===== config.mk =====
export PLATFORM = sky130hd
export DESIGN_NAME = sys_mem_arb
export DESIGN_NICKNAME = d
export VERILOG_FILES = /design/src/rtl/sys_mem_arb.sv
export SDC_FILE = /design/constraint.sdc
export NUM_CORES = 1
export LEC_CHECK = 0
export CORE_AREA = 3 3 112 114
export DETAILED_ROUTE_END_ITERATION = 16
export DIE_AREA = 0 0 115 117
export GPL_TIMING_DRIVEN = 0
export PLACE_DENSITY = 0.71
export SLEW_MARGIN = 20
export SYNTH_ARGS = -nofsm -noshare
export SYNTH_HDL_FRONTEND = slang
export SYNTH_SLANG_ARGS = --single-unit

===== constraint.sdc =====
create_clock -name clk -period 8.3 [get_ports clk]
set_clock_uncertainty 0.15 [all_clocks]
set_input_delay 2.49 -clock clk [delete_from_list [all_inputs] [get_ports clk]]
set_output_delay 2.49 -clock clk [all_outputs]
set_load 0.02 [all_outputs]

===== src/rtl/sys_mem_arb.sv =====
// ============================================================================
// Module   : sys_mem_arb
// Purpose  : Burst round-robin arbiter of two requesters onto the system-memory
//            master port, with an in-order read-return tag FIFO.
// Revision : 1.0 - initial release
// ============================================================================
`default_nettype none

module sys_mem_arb #(
    parameter int DATA_W        = 32,
    parameter int ADDR_W        = 27,
    parameter int BURST_LEN     = 16,
    parameter int MAX_RD_OUTSTD = 8
) (
    input  logic              clk,
    input  logic              rst,
    input  logic              m0_rden,
    input  logic              m0_wren,
    input  logic [ADDR_W-1:0] m0_addr,
    input  logic [DATA_W-1:0] m0_wdata,
    output logic              m0_wait,
    output logic              m0_rd_valid,
    output logic [DATA_W-1:0] m0_rdata,
    input  logic              m1_rden,
    input  logic              m1_wren,
    input  logic [ADDR_W-1:0] m1_addr,
    input  logic [DATA_W-1:0] m1_wdata,
    output logic              m1_wait,
    output logic              m1_rd_valid,
    output logic [DATA_W-1:0] m1_rdata,
    input  logic              sys_mem_wait,
    output logic              sys_mem_rden,
    output logic              sys_mem_wren,
    output logic [ADDR_W-1:0] sys_mem_addr,
    output logic [DATA_W-1:0] sys_mem_wdata,
    input  logic              sys_mem_rd_valid,
    input  logic [DATA_W-1:0] sys_mem_rdata,
    output logic [1:0]        gnt,
    output logic              rd_err
);

    localparam int CNT_W = (BURST_LEN > 1) ? $clog2(BURST_LEN) : 1;
    localparam int OUT_W = $clog2(MAX_RD_OUTSTD + 1);
    localparam int PTR_W = (MAX_RD_OUTSTD > 1) ? $clog2(MAX_RD_OUTSTD) : 1;
    localparam logic [CNT_W-1:0] BURST_LAST = CNT_W'(BURST_LEN - 1);
    localparam logic [OUT_W-1:0] OUT_FULL   = OUT_W'(MAX_RD_OUTSTD);
    localparam logic [PTR_W-1:0] PTR_LAST   = PTR_W'(MAX_RD_OUTSTD - 1);

    typedef enum logic [1:0] {
        IDLE = 2'd0,
        GNT0 = 2'd1,
        GNT1 = 2'd2
    } state_e;

    state_e             state_q, state_d;
    logic               last_gnt_q, last_gnt_d;
    logic [CNT_W-1:0]   burst_cnt_q, burst_cnt_d;
    logic               tag_q [MAX_RD_OUTSTD];
    logic [PTR_W-1:0]   wr_ptr_q, wr_ptr_d, rd_ptr_q, rd_ptr_d;
    logic [OUT_W-1:0]   outstd_q, outstd_d;
    logic               rd_err_q, rd_err_d;

    logic               w_req0, w_req1, w_granted, w_sel;
    logic               w_cur_rden, w_cur_wren, w_cur_req, w_other_req;
    logic               w_rd_block, w_port_wait, w_mem_acc;
    logic               w_end_idle, w_end_burst, w_grant_start;
    logic               w_push, w_pop, w_has_tag, w_head;

    assign w_req0      = m0_rden | m0_wren;
    assign w_req1      = m1_rden | m1_wren;
    assign w_granted   = (state_q != IDLE);
    assign w_sel       = (state_q == GNT1);
    assign w_cur_rden  = w_sel ? m1_rden : m0_rden;
    assign w_cur_wren  = w_sel ? m1_wren : m0_wren;
    assign w_cur_req   = w_sel ? w_req1 : w_req0;
    assign w_other_req = w_sel ? w_req0 : w_req1;

    // Reads stall at the outstanding limit; writes keep flowing.
    assign w_rd_block  = w_granted & w_cur_rden & (outstd_q == OUT_FULL);
    assign w_port_wait = sys_mem_wait | w_rd_block;

    assign sys_mem_rden  = w_granted & w_cur_rden & ~w_rd_block;
    assign sys_mem_wren  = w_granted & w_cur_wren;
    assign sys_mem_addr  = !w_granted ? '0 : (w_sel ? m1_addr : m0_addr);
    assign sys_mem_wdata = !w_granted ? '0 : (w_sel ? m1_wdata : m0_wdata);
    assign w_mem_acc     = (sys_mem_rden | sys_mem_wren) & ~sys_mem_wait;

    assign m0_wait = (state_q == GNT0) ? w_port_wait : 1'b1;
    assign m1_wait = (state_q == GNT1) ? w_port_wait : 1'b1;
    assign gnt     = {state_q == GNT1, state_q == GNT0};

    assign w_end_idle  = ~w_cur_req;
    assign w_end_burst = w_mem_acc & (burst_cnt_q == BURST_LAST);

    always_comb begin
        state_d       = state_q;
        last_gnt_d    = last_gnt_q;
        burst_cnt_d   = burst_cnt_q;
        w_grant_start = 1'b0;
        case (state_q)
            IDLE: begin
                if (w_req0 && (!w_req1 || last_gnt_q)) begin
                    state_d       = GNT0;
                    w_grant_start = 1'b1;
                end else if (w_req1) begin
                    state_d       = GNT1;
                    w_grant_start = 1'b1;
                end
            end
            GNT0, GNT1: begin
                if (w_end_idle || w_end_burst) begin
                    if (w_other_req) begin
                        state_d       = w_sel ? GNT0 : GNT1;
                        w_grant_start = 1'b1;
                    end else if (w_end_idle) begin
                        state_d = IDLE;
                    end else begin
                        w_grant_start = 1'b1;
                    end
                end
            end
            default: state_d = IDLE;
        endcase
        // Every (re-)entry into a grant restarts the burst count.
        if (w_grant_start) begin
            burst_cnt_d = '0;
            last_gnt_d  = (state_d == GNT1);
        end else if (w_mem_acc) begin
            burst_cnt_d = burst_cnt_q + 1'b1;
        end
    end

    assign w_has_tag   = (outstd_q != '0);
    assign w_push      = sys_mem_rden & ~sys_mem_wait;
    assign w_pop       = sys_mem_rd_valid & w_has_tag;
    assign w_head      = tag_q[rd_ptr_q];
    assign m0_rd_valid = w_pop & ~w_head;
    assign m1_rd_valid = w_pop & w_head;
    assign m0_rdata    = sys_mem_rdata;
    assign m1_rdata    = sys_mem_rdata;
    assign rd_err      = rd_err_q;

    always_comb begin
        wr_ptr_d = wr_ptr_q;
        rd_ptr_d = rd_ptr_q;
        outstd_d = outstd_q;
        rd_err_d = rd_err_q | (sys_mem_rd_valid & ~w_has_tag);
        if (w_push) begin
            wr_ptr_d = (wr_ptr_q == PTR_LAST) ? '0 : wr_ptr_q + 1'b1;
        end
        if (w_pop) begin
            rd_ptr_d = (rd_ptr_q == PTR_LAST) ? '0 : rd_ptr_q + 1'b1;
        end
        case ({w_push, w_pop})
            2'b10:   outstd_d = outstd_q + 1'b1;
            2'b01:   outstd_d = outstd_q - 1'b1;
            default: outstd_d = outstd_q;
        endcase
    end

    always_ff @(posedge clk or posedge rst) begin
        if (rst) begin
            state_q     <= IDLE;
            last_gnt_q  <= 1'b1;
            burst_cnt_q <= '0;
            wr_ptr_q    <= '0;
            rd_ptr_q    <= '0;
            outstd_q    <= '0;
            rd_err_q    <= 1'b0;
        end else begin
            state_q     <= state_d;
            last_gnt_q  <= last_gnt_d;
            burst_cnt_q <= burst_cnt_d;
            wr_ptr_q    <= wr_ptr_d;
            rd_ptr_q    <= rd_ptr_d;
            outstd_q    <= outstd_d;
            rd_err_q    <= rd_err_d;
        end
    end

    // Tag holds the issuing port id (1 = port 1).
    always_ff @(posedge clk or posedge rst) begin
        if (rst) begin
            for (int i = 0; i < MAX_RD_OUTSTD; i++) begin
                tag_q[i] <= 1'b0;
            end
        end else if (w_push) begin
            tag_q[wr_ptr_q] <= w_sel;
        end
    end

endmodule

`default_nettype wire


==> impl_metrics.csv, run 1 <==
group,metric,value,unit
power_and_ir_drop,p_sw_frac,0.466,
critical_path,cpMaxStageDelayCell,"clkdlybuf4s50_1",
timing,fin_crit,6.95,ns
cts,cts_root_buf,"clkbuf_16",
critical_path,crit_arrival,4.31,ns
power_and_ir_drop,leakage,0.00252,uW
logic_synthesis,synth-seq-area-share,0.216,
floorplanning,placementRows,39,
power_and_ir_drop,irDropWorstVdd,0.123,mV
logic_synthesis,synth.net_count,529,
cts,clk_latency,0.26,ns
critical_path,critPathLaunchType,"input port",
placement,numPortBuffers,257,
cts,cts-resized-gates,0,
critical_path,path_delay_family,"buffers and inverters",
critical_path,worst-path-buf-inv,2,
logic_synthesis,syn_area_per_cell,8.43,sq um
timing,report.final.hold_viol_count,0,
cts,cts_hold_buffers,0,
timing,whs,0.348,ns
timing,fmax,0.144,GHz
timing,worst_pin_slew,1.00,ns
route,first_iter_violations,85,
timing,slew_headroom,0.324,
layout,final_net_count,791,
grt,track_usage,0.167,
logic_synthesis,synthDistinctLibCells,45,
route,met2RoutedLength,6710,um
route,highest_layer,"met5",
route,drt_first_pass_iters,4,
grt,grt_max_degree,27,
timing,setup_viol,0,
power_and_ir_drop,p_comb_frac,0.776,
floorplanning,core-area,0.0115,sq mm
floorplanning,die_x,115,um
layout,n_antenna_cell,0,
timing,timing.final.max_slew_violations,0,
placement,place.gp.congestion,0.864,
timing,rsz0062_at_grt,"false",
critical_path,required,5.66,ns
timing,setup-tns-final,0,ns
cts,cts_buffer_depth,2,
logic_synthesis,yosysWarnings,0,
logic_synthesis,async_flop_share,1.00,
run,max_cap_viol_count,0,
route,wl_met1,4260,um
critical_path,path_cells,"clkdlybuf4s50_1 > mux2i_2 > o311ai_0 > clkdlybuf4s50_1",
power_and_ir_drop,finalPower,1720,uW
grt,grt_first_pass_wirelength,17700,um
cts,cts_setup_buffers,0,
critical_path,endpoint_kind,"output port",
timing,period_share,0.837,
power_and_ir_drop,p_clk_frac,0.082,
worst_hold_path,min_path_type,"flop to flop",
critical_path,crit_path_frequent_cell,"clkdlybuf4s50_1",
placement,dp.cells,758,
grt,antenna_found_initial,1,
grt,grt_pass1_vias,3438,
logic_synthesis,ys_ff_latch,26,
route,wirelength,12300,um
route,drtAntennaViolNets,0,
grt,overflow,0,
floorplanning,fp.dieArea,0.0135,sq mm
placement,dpl.hpwl,10900,um
power_and_ir_drop,switchingPower,800,uW
route,wl_per_cell,16.1,um
floorplanning,initial_core_util,0.262,
cts,cts_sinks,26,
power_and_ir_drop,seq_power_share,0.142,
floorplanning,num_io_pins,290,
floorplanning,die_h,117,um
route,drcViolationCount,0,
placement,dpl_worst_slack,1.38,ns
route,met3WireLength,1090,um
logic_synthesis,postSynthCellCount,358,
cts,htreeDepth,1,
critical_path,slowest_delay,0.69,ns
layout,final_cells,762,
cts,clk_pin_slew,0.07,ns
route,avgViaCountPerCell,4.48,
cts,cts_tree,"done",
route,route.vias.total,3410,
layout,drive_gt1_frac,0.149,
power_and_ir_drop,power-per-cell-area,292,mW/mm^2
critical_path,critPathKind,"input port to output port",
critical_path,crit_fanout,4,
timing,setup_ws,1.35,ns
logic_synthesis,synth_edf_count,0,
power_and_ir_drop,internal_power,916,uW
logic_synthesis,synth_top_flop_cell,"dfrtp_1",
logic_synthesis,netlist_area,0.00302,sq mm
cts,numCtsBuffers,3,
layout,area_delta_synth_final,94.7,%
status,status,"finished clean",
==> sequential cells by signal, indices dropped and copies added (netlist names) <==
| register | flops |
|---|---|
| outstd_q | 4 |
| last_gnt_q | 1 |
| state_q | 2 |
| burst_cnt_q | 4 |
| tag_q | 8 |
| wr_ptr_q | 3 |
| rd_err | 1 |
| rd_ptr_q | 3 |
==> kinds of logic after synthesis <==
kind of cell | count (synthesis) | synth area share
AO/OA/AOI/OAI | 27 | 0.0626
XOR/XNOR | 7 | 0.0203
adder cells (fa/ha/maj) | 14 | 0.0597
buffers and inverters | 95 | 0.202
flip-flops | 26 | 0.216
multiplexers | 78 | 0.273
AND/OR/NAND/NOR | 111 | 0.167
==> power by group through the flow <==
stage | Sequential (uW) | Combinational, uW | Clock, uW
6_report | 244 | 1330 | 141
5_1_grt | 253 | 1430 | 149
4_1_cts | 244 | 1350 | 142
3_5_place_dp | 244 | 1350 | 0
3_3_place_gp | 241 | 1330 | 0
2_1_floorplan | 231 | 795 | 0
==> Yosys cell counts, drive strengths merged, types with 2 or more instances <==
cell | n | area share
nor3b | 4 | 0.010
mux2 | 11 | 0.041
clkbuf | 10 | 0.012
xor2 | 3 | 0.0087
nor4 | 3 | 0.011
nand3 | 4 | 0.0066
o21a | 2 | 0.0050
nand2 | 11 | 0.014
or3 | 2 | 0.0041
dfrtp | 25 | 0.21
xnor2 | 4 | 0.012
ha | 12 | 0.050
o21ai | 6 | 0.010
buf | 72 | 0.17
nor3 | 5 | 0.0083
nor2 | 73 | 0.091
mux2i | 65 | 0.22
inv | 13 | 0.016
nor2b | 2 | 0.0041
a21oi | 4 | 0.0066
o31ai | 2 | 0.0050
a211oi | 2 | 0.0050
o41ai | 2 | 0.0058
a21o | 2 | 0.0050
mux4 | 2 | 0.015
or2 | 2 | 0.0041
==> worst paths after layout <==
check | cells past startpoint | from | endpoint | slack (ns)
worst max-delay path | 4 | m1_rden | m0_wait | 1.35
worst min-delay path | 1 | rd_err$_DFF_PP0_ | rd_err$_DFF_PP0_ | 0.35
worst max register to register | 9 | outstd_q[0]$_DFFE_PP0P_ | outstd_q[3]$_DFFE_PP0P_ | 5.15
worst min register to register | 1 | rd_err$_DFF_PP0_ | rd_err$_DFF_PP0_ | 0.35
max in group asynchronous | 2 | rst | outstd_q[1]$_DFFE_PP0P_ | 5.09
min in group asynchronous | 2 | rst | burst_cnt_q[2]$_DFFE_PP0P_ | 2.48
==> layer usage <==
layer	track usage	up-vias
met2	0.323	165
met5	0	-
li1	-	1672
met4	0.0391	2
met3	0.0478	16
met1	0.178	1555
==> stage by stage <==
step	instance area, sq um	util
2_1_floorplan	3020	-
3_3_place_gp	5770	0.501
3_5_place_dp	5770	0.501
4_1_cts	5870	0.510
5_1_grt	5870	0.510
6_report	5870	0.510
==> layout make-up <==
cell class | instances | area (sq um)
clock buffers | 3 | 75.1
flip-flops and latches | 26 | 652
multi-input cells | 237 | 1760
well taps | 143 | 179
inverters | 13 | 48.8
plain buffers | 82 | 559
repair buffers | 257 | 2570
fillers | 1084 | 5640
clock inverters | 1 | 30.0
==> cell usage in the layout (no fill, tap or decap), types with 2 or more instances in the layout <==
cell	Yosys	final
a211oi_1	2	2
a21o_1	2	2
a21oi_1	4	4
buf_1	3	3
buf_2	3	3
buf_4	66	66
clkbuf_1	10	10
clkbuf_16	0	3
clkdlybuf4s50_1	0	257
dfrtp_1	25	25
ha_1	12	12
inv_1	13	12
mux2_2	11	11
mux2i_1	64	64
mux4_2	2	2
nand2_1	11	11
nand3_1	4	4
nor2_1	73	73
nor2b_1	2	2
nor3_1	5	5
nor3b_1	4	4
nor4_1	2	2
o21a_1	2	2
o21ai_0	6	6
o31ai_1	2	2
o41ai_1	2	2
or2_2	2	2
or3_1	2	2
xnor2_1	4	4
xor2_1	3	3
==> worst reg2reg max path: cells and delay by family, from the launching register on <==
| kind | cells | cell delay (ns) |
|---|---|---|
| DFF | 1 | 0.45 |
| and+or+nand+nor | 1 | 0.07 |
| AOI/OAI and AO/OA | 3 | 1.28 |
| buffers and inverters | 1 | 0.22 |
| xor gates and xnor gates | 2 | 0.28 |
| adders and majority gates | 2 | 0.59 |
Power figures use the tool's default switching activity.
==> inputs of run 2 (changes only) <==
CORE_AREA = 3 3 111 113   (was 3 3 112 114)
DIE_AREA = 0 0 114 116   (was 0 0 115 117)
PLACE_DENSITY = 0.74   (was 0.71)
clock period = 6 ns   (was 8.3 ns; I/O delays follow)
==> run 2 against run 1 <==
Setup slack worse by 0.91 ns. Clock power up 16%. Sequential cell count unchanged. Largest cell class unchanged. Largest power group unchanged.
==> impl_metrics.csv, run 2 (synthesis gave the netlist of run 1 again) <==
group,metric,value,unit
status,status,"finished clean",
critical_path,crit_path_frequent_cell,"clkdlybuf4s50_1",
critical_path,cpMaxStageDelayCell,"clkdlybuf4s50_1",
grt,grt_first_pass_wirelength,19400,um
worst_hold_path,hold_path.startpoint,"rd_err$_DFF_PP0_",
cts,cts_sinks,26,
timing,rsz0062_at_grt,"false",
cts,cts_hold_buffers,0,
floorplanning,die_h,116,um
layout,final_area,0.00586,sq mm
floorplanning,num_io_pins,290,
route,wl_per_cell,17.8,um
critical_path,slowest_delay,0.69,ns
route,drtAntennaViolNets,0,
grt,overflow,0,
floorplanning,core-area,0.0114,sq mm
layout,n_antenna_cell,0,
route,first_iter_violations,113,
critical_path,path_cells,"clkdlybuf4s50_1 > mux2i_2 > o311ai_0 > clkdlybuf4s50_1",
route,drcViolationCount,0,
cts,cts_buffer_depth,2,
layout,area_delta_synth_final,94.2,%
critical_path,r2r-start,"outstd_q[0]$_DFFE_PP0P_",
timing,whs,0.315,ns
layout,layout_common_cells,"clkdlybuf4s50_1, nor2_1, buf_4",
floorplanning,initial_core_util,0.264,
critical_path,startpoint,"m1_rden",
cts,cts_root_buf,"clkbuf_16",
layout,regArea,652,sq um
grt,grt_pass1_vias,3582,
layout,final_common_cell,"clkdlybuf4s50_1",
timing,setup-tns-final,0,ns
timing,report.final.hold_viol_count,0,
route,avgViaCountPerCell,4.53,
layout,largest_register_ffs,8,
placement,dpl.hpwl,12100,um
cts,cts_setup_buffers,0,
cts,clk_pin_slew,0.06,ns
power_and_ir_drop,irDropWorstVdd,0.278,mV
cts,numCtsBuffers,3,
critical_path,crit_arrival,3.61,ns
route,wirelength,13600,um
critical_path,critPathKind,"input port to output port",
critical_path,crit_fanout,4,
power_and_ir_drop,finalPower,2360,uW
grt,antenna_found_initial,0,
worst_hold_path,min_path_type,"flop to flop",
cts,htreeDepth,1,
floorplanning,placementRows,39,
placement,placed_area,0.00577,sq mm
cts,clk_latency,0.26,ns
timing,worst_pin_slew,1.02,ns
floorplanning,fp.dieArea,0.0132,sq mm
timing,fmax,0.180,GHz
layout,drive_gt1_frac,0.149,
placement,place.gp.congestion,0.887,
power_and_ir_drop,power-per-cell-area,403,mW/mm^2
layout,largest_registers,"tag_q (8), burst_cnt_q (4), outstd_q (4)",
grt,track_usage,0.188,
cts,cts_tree,"done",
route,drt_first_pass_iters,4,
layout,fillers,1087,
grt,grt_max_degree,27,
floorplanning,die_x,114,um
critical_path,endpoint_kind,"output port",
layout,multi_input_area,0.00176,sq mm
timing,timing.final.max_slew_violations,0,
timing,period_share,0.927,
placement,numPortBuffers,257,
layout,regMostFlops,"tag_q",
timing,setup_viol,0,
layout,final_net_count,791,
power_and_ir_drop,leakage,0.00251,uW
critical_path,required,4.05,ns
route,route.vias.total,3451,
timing,fin_crit,5.56,ns
critical_path,critPathLaunchType,"input port",
cts,cts-resized-gates,0,
timing,slew_headroom,0.311,
run,max_cap_viol_count,0,
layout,fin_util,0.513,
-- run 2: metal layers --
metal | up-vias | global-route usage | share of wire
met2 | 124 | 0.366 | 0.56
met1 | 1637 | 0.206 | 0.35
met5 | - | 0 | 0
met3 | 14 | 0.0392 | 0.063
li1 | 1676 | - | -
met4 | 0 | 0.0467 | 0.020
-- run 2: path summary, 6_finish.rpt --
path                                              end  slack (ns)  depth (start not counted)
max reg2reg                   outstd_q[3]$_DFFE_PP0P_        2.82                          9
max                                           m0_wait        0.44                          4
min in group asynchronous  burst_cnt_q[0]$_DFFE_PP0P_        1.79                          2
min reg2reg                          rd_err$_DFF_PP0_        0.31                          1
max in group asynchronous     rd_ptr_q[0]$_DFFE_PP0P_        3.47                          2
min                                  rd_err$_DFF_PP0_        0.31                          1
-- run 2: critical path: cells and delay by family --
kind	cells	cell delay [ns]
mux	1	0.15
compound gates	1	0.41
buf+inv	2	1.25
-- run 2: through the flow --
step                cells  worst slack [ns]
floorplan             358              1.32
CTS                   762             0.408
global route          762             0.357
detailed placement    758             0.427
global placement      758             0.459
finish                762             0.441
-- run 2: layout make-up --
type                            count  area share
Inverter                           13     0.00833
Tap cell                          143      0.0305
Clock buffer                        4      0.0152
Multi-Input combinational cell    237       0.300
Buffer                             82      0.0955
Sequential cell                    26       0.111
Timing Repair Buffer              257       0.439
-- run 2: where the power goes --
group | internal, uW | switching [uW] | leakage, uW | total [uW]
logic | 882 | 979 | 0.00214 | 1860
registers | 253 | 85.5 | 0.000326 | 339
clock network | 102 | 61.1 | 0.0000442 | 163
total | 1240 | 1130 | 0.00251 | 2360
